[src/rtl/pulse_dec_pkg.sv]
// Shared types and helpers for the pulse width decoder.
// Holds the FSM state encoding and the parameter legality check.
package pulse_dec_pkg;

    typedef enum logic [1:0] {
        Arm   = 2'd0,
        Idle  = 2'd1,
        Meas  = 2'd2,
        Stuck = 2'd3
    } dec_state_e;

    // Legal when 1 <= min_w <= max_w < 2**cw.
    function automatic bit widths_legal(input int unsigned cw, input int unsigned min_w,
                                         input int unsigned max_w);
        return (cw >= 1) && (cw < 32) && (min_w >= 1) && (min_w <= max_w)
            && (max_w < (32'd1 << cw));
    endfunction

endpackage

[src/rtl/sync_2ff.sv]
// Two-flop single-bit synchronizer with asynchronous active-low reset to 0.
module sync_2ff (
    input  logic clk,
    input  logic n_rst,
    input  logic d,
    output logic q
);

    logic meta_q;
    logic sync_q;

    always_ff @(posedge clk or negedge n_rst) begin
        if (!n_rst) begin
            meta_q <= 1'b0;
            sync_q <= 1'b0;
        end else begin
            meta_q <= d;
            sync_q <= meta_q;
        end
    end

    assign q = sync_q;

endmodule

[src/rtl/pulse_width_decoder.sv]
// Measures high pulses on din, strobing valid/glitch/err with the measured width.
// Define SYNC_EN to pass din through a 2-flop synchronizer (adds 2 cycles of latency).
module pulse_width_decoder
    import pulse_dec_pkg::*;
#(
    parameter int unsigned CW    = 8,
    parameter int unsigned MIN_W = 2,
    parameter int unsigned MAX_W = 200
) (
    input  logic          clk,
    input  logic          n_rst,
    input  logic          din,
    output logic          pulse_valid,
    output logic [CW-1:0] pulse_width,
    output logic          pulse_glitch,
    output logic          pulse_err,
    output logic          busy
);

    if (!widths_legal(CW, MIN_W, MAX_W)) begin : g_param_check
        $error("pulse_width_decoder: illegal CW/MIN_W/MAX_W combination");
    end

    localparam logic [CW-1:0] MaxW = CW'(MAX_W);
    localparam logic [CW-1:0] MinW = CW'(MIN_W);

    logic din_s;

`ifdef SYNC_EN
    sync_2ff u_sync (
        .clk   (clk),
        .n_rst (n_rst),
        .d     (din),
        .q     (din_s)
    );
`else
    assign din_s = din;
`endif

    dec_state_e    state_q, state_d;
    logic [CW-1:0] cnt_q, cnt_d;
    logic [CW-1:0] width_q, width_d;
    logic          valid_q, valid_d;
    logic          glitch_q, glitch_d;
    logic          err_q, err_d;
    logic          busy_q, busy_d;

    always_comb begin
        state_d  = state_q;
        cnt_d    = cnt_q;
        width_d  = width_q;
        valid_d  = 1'b0;
        glitch_d = 1'b0;
        err_d    = 1'b0;

        unique case (state_q)
            // A line already high at reset must drop once before anything is measured.
            Arm: begin
                if (!din_s) begin
                    state_d = Idle;
                end
            end
            Idle: begin
                if (din_s) begin
                    state_d = Meas;
                    cnt_d   = CW'(1);
                end
            end
            Meas: begin
                if (din_s) begin
                    if (cnt_q == MaxW) begin
                        state_d = Stuck;
                        err_d   = 1'b1;
                        width_d = MaxW;
                    end else begin
                        cnt_d = cnt_q + CW'(1);
                    end
                end else begin
                    state_d = Idle;
                    cnt_d   = '0;
                    if (cnt_q >= MinW) begin
                        valid_d = 1'b1;
                        width_d = cnt_q;
                    end else begin
                        glitch_d = 1'b1;
                    end
                end
            end
            Stuck: begin
                if (!din_s) begin
                    state_d = Idle;
                    cnt_d   = '0;
                end
            end
            default: begin
                state_d = Arm;
            end
        endcase

        busy_d = (state_d == Meas) || (state_d == Stuck);
    end

    always_ff @(posedge clk or negedge n_rst) begin
        if (!n_rst) begin
            state_q  <= Arm;
            cnt_q    <= '0;
            width_q  <= '0;
            valid_q  <= 1'b0;
            glitch_q <= 1'b0;
            err_q    <= 1'b0;
            busy_q   <= 1'b0;
        end else begin
            state_q  <= state_d;
            cnt_q    <= cnt_d;
            width_q  <= width_d;
            valid_q  <= valid_d;
            glitch_q <= glitch_d;
            err_q    <= err_d;
            busy_q   <= busy_d;
        end
    end

    assign pulse_valid  = valid_q;
    assign pulse_width  = width_q;
    assign pulse_glitch = glitch_q;
    assign pulse_err    = err_q;
    assign busy         = busy_q;

endmodule
[config.mk]
export PLATFORM = sky130hd
export DESIGN_NAME = pulse_width_decoder
export DESIGN_NICKNAME = d
export VERILOG_FILES = /design/src/rtl/pulse_dec_pkg.sv /design/src/rtl/sync_2ff.sv /design/src/rtl/pulse_width_decoder.sv
export SDC_FILE = /design/constraint.sdc
export NUM_CORES = 1
export LEC_CHECK = 0
export CORE_MARGIN = 5
export CORE_UTILIZATION = 50
export DETAILED_ROUTE_END_ITERATION = 10
export PLACE_DENSITY = 0.84
export SLEW_MARGIN = 40
export SYNTH_ARGS = -nofsm -noshare
export SYNTH_HDL_FRONTEND = slang
export SYNTH_SLANG_ARGS = --single-unit
[constraint.sdc]
create_clock -name clk -period 2.6 [get_ports clk]
set_input_delay 0.39 -clock clk [delete_from_list [all_inputs] [get_ports clk]]
set_output_delay 0.39 -clock clk [all_outputs]
set_load 0.02 [all_outputs]
==> impl_metrics.toml <==
[job]
drv_cap = 0

[clocking]
cts_tree = "done"
clock_sinks = 21
clock_latency_ps = 300
cts_buffers = 3
cts_buffer_depth = 2
cts-resized-gates = 0
clk_pin_slew_ps = 110
holdBufCountCts = 0
h-tree-depth = 1
cts_root_buf = "clkbuf_4"
post_cts_buffers = 0

[global_routing]
grt_pass1_vias = 883
grt_overflow = 0
grt_pass1_wl_um = 4210
grt_max_degree = 22
grt.total_usage_pct = 15.7
antenna_found_initial = 0

[synthesis]
yosysWarnings = 0
synth_compound_area_share_pct = 23.1
synthXorXnorAreaFrac_pct = 0
synthesis.area_um2 = 1200
avgSynthCellArea_um2 = 9.85
synth.distinct_cells = 35
synth_nets = 133
muxShareOfSynthArea_pct = 0
synth_cells = 122
synth_simple_gate_area_share_pct = 19.9
synth_top_family_by_area = "compound AO/OA/AOI/OAI gates"
synthAdderAreaFrac_pct = 8.33
ys_ff_latch = 21
yosysSeqAreaShare_pct = 43.8

[routing]
drc = 0
drt_iter0_drc = 26
route.vias.total = 988
dr.pass1.iters = 4
drtAntennaViolNets = 0
wire_per_inst_um = 14.4
vias_per_cell = 5.95
drt_wl_total_um = 2380

[power]
swShare_pct = 38.6
pwr-share-seq_pct = 42.1
pwr-share-clk_pct = 14.5
internal_power_w = 0.000640
power.leakage_nw = 0.613
power_density_nw_per_um2 = 746
power_switching_w = 0.000402
share_comb_of_total_power_pct = 43.4
irDropWorstVdd_uv = 522

[timing]
period_share_pct = 74.6
hold_viol = 0
rsz0062_at_grt = "no"
skew_ps = 7.42
hold_slack_ps = 421
final.setup.tns_ps = 0
period_minus_slack_ps = 1940
finalSetupViolations = 0
worst_pin_slew_ps = 619
final-max-slew-violation-count = 0
relSlewSlack_pct = 58.4
fmax_mhz = 516

[status]
status = "finished clean"

[worst_setup_path]
critPathLaunch = "cnt_q[1]$_DFFE_PN0P_"
slowest_stage = "or4_4"
worstSetupPathType = "flip-flop to flip-flop"
end_kind = "flip-flop"
r2r_start = "cnt_q[1]$_DFFE_PN0P_"
cp_data_arrival_time_ps = 2120
start_kind = "flip-flop"
cp_max_fo = 8
required_ps = 2780
max_stage_delay_ps = 570
path_cells = "or4_4, or3_1, nor3_1, a221oi_2"

[floorplan]
dieArea_um2 = 3480
ios = 15
die_y_um = 59.0
initial_core_util_pct = 53.3
core_area_um2 = 2250
rows = 17
die_x_um = 59.0

[place]
gp_congestion = 0.888
numPortBuffers = 14
dpl.hpwl_um = 1740
dp_cells = 162

[layout]
fin_nets = 150
fillers = 193
drive_above_1_share_pct = 10.1
final_cells = 166
syn_to_final_growth_pct = 16.3
antenna_cells = 0
multi_input_area_um2 = 617
ff_latch_area_um2 = 526

[hold_path]
hold_path.class = "input port to async pin"
-- power by group through the flow --
stage               registers, W  logic (W)  clock network, W
CTS                     0.000439   0.000456          0.000159
floorplan               0.000472   0.000282                 0
global route            0.000448   0.000507          0.000174
detailed placement      0.000446   0.000452                 0
finish                  0.000438   0.000452          0.000151
global placement        0.000441   0.000442                 0
-- layout make-up --
type | count | share of cell area [%]
multi-input cells | 88 | 44.2
flip-flops and latches | 21 | 37.6
repair buffers | 17 | 11.6
clock buffers | 4 | 1.88
well taps | 28 | 2.51
inverters | 8 | 2.15
-- synthesized netlist by cell type, drive strengths merged --
| cell type | n | area share, % |
|---|---|---|
| a2bb2oi | 1 | 0.73 |
| a32o | 1 | 0.83 |
| inv | 8 | 2.5 |
| nor2b | 1 | 0.52 |
| a22oi | 4 | 2.5 |
| and3 | 2 | 1.0 |
| or4 | 2 | 1.6 |
| nand3 | 5 | 2.1 |
| a211oi | 1 | 0.63 |
| nand2 | 7 | 2.2 |
| nor3 | 6 | 2.9 |
| o21bai | 3 | 1.9 |
| or2 | 1 | 0.52 |
| nor2 | 6 | 1.9 |
| a211o | 2 | 1.5 |
| a221oi | 3 | 3.7 |
| a21oi | 7 | 2.9 |
| a31oi | 1 | 0.52 |
| o2bb2ai | 4 | 2.9 |
| ha | 8 | 8.3 |
| clkbuf | 2 | 0.63 |
| or3 | 2 | 1.5 |
| nand2b | 1 | 0.52 |
| and4 | 1 | 0.73 |
| o21ai | 12 | 5.0 |
| nor3b | 4 | 2.9 |
| buf | 3 | 1.8 |
| dfrtp | 21 | 44 |
| nand4 | 3 | 1.6 |
-- metrics by stage --
step	total power [W]	worst slack [ps]	util, %	instance area (µm²)
6_report	0.00104	661	61.9	1400
5_1_grt	0.00113	437	61.9	1400
4_1_cts	0.00105	653	61.9	1400
3_5_place_dp	0.000898	558	60.8	1370
3_3_place_gp	0.000883	606	60.8	1370
2_1_floorplan	0.000755	752	-	1200
-- cell families (layout without fill, tap and decap cells) --
| family | Yosys count | in the layout |
|---|---|---|
| simple gates | 41 | 41 |
| compound gates | 39 | 39 |
| buf+inv | 13 | 29 |
| flops | 21 | 21 |
| fa+ha+maj | 8 | 8 |
-- worst max-delay path, delay by kind of cell (launching register included) --
family,cells,cell delay [ps]
AO/OA/AOI/OAI,1,50
flip-flops,1,480
AND/OR/NAND/NOR,3,1290
-- state kept, by name, indices dropped and copies added, names as in the netlist --
signal	cells
state_q	1
busy	1
pulse_err	1
pulse_width	8
cnt_q	8
pulse_valid	1
pulse_glitch	1
-- final timing paths --
kind	end	slack [ps]	cells after the start
setup / recovery	pulse_width[6]$_DFFE_PN0P_	660	4
hold / removal	pulse_width[1]$_DFFE_PN0P_	420	2
setup reg to reg	pulse_width[6]$_DFFE_PN0P_	660	4
hold reg to reg	pulse_width[0]$_DFFE_PN0P_	510	1
max in group asynchronous	cnt_q[7]$_DFFE_PN0P_	1970	2
min in group clk	pulse_width[0]$_DFFE_PN0P_	510	1
-- placed cells by master (no fill, tap or decap) --
| master | instances |
|---|---|
| inv_1 | 8 |
| nand2_1 | 7 |
| o2bb2ai_1 | 4 |
| a221oi_2 | 3 |
| o21bai_1 | 3 |
| nand3_1 | 5 |
| or3_4 | 1 |
| clkbuf_1 | 1 |
| or4_4 | 1 |
| nor2b_1 | 1 |
| a2bb2oi_1 | 1 |
| or2_2 | 1 |
| a32o_1 | 1 |
| a211oi_1 | 1 |
| buf_4 | 3 |
| nor2_1 | 6 |
| nand2b_1 | 1 |
| a211o_1 | 2 |
| clkdlybuf4s50_1 | 14 |
| a31oi_1 | 1 |
| nor3b_2 | 1 |
| and4_1 | 1 |
| o21ai_0 | 11 |
| or4_1 | 1 |
| dfrtp_1 | 21 |
| nor3b_1 | 3 |
| nor3_1 | 5 |
| or3_1 | 1 |
| nor3_2 | 1 |
| ha_1 | 8 |
| clkbuf_4 | 3 |
| a21oi_1 | 7 |
| and3_1 | 2 |
| a22oi_1 | 4 |
| o21ai_1 | 1 |
| nand4_1 | 3 |
-- per-layer routing --
metal,up-vias,routed length [µm],track usage [%]
li1,482,-,-
met1,477,1070,22.0
met2,25,1140,23.7
met3,4,126,2.61
met4,0,41,6.80
met5,-,0,0
(Power assumes the default switching activity.)
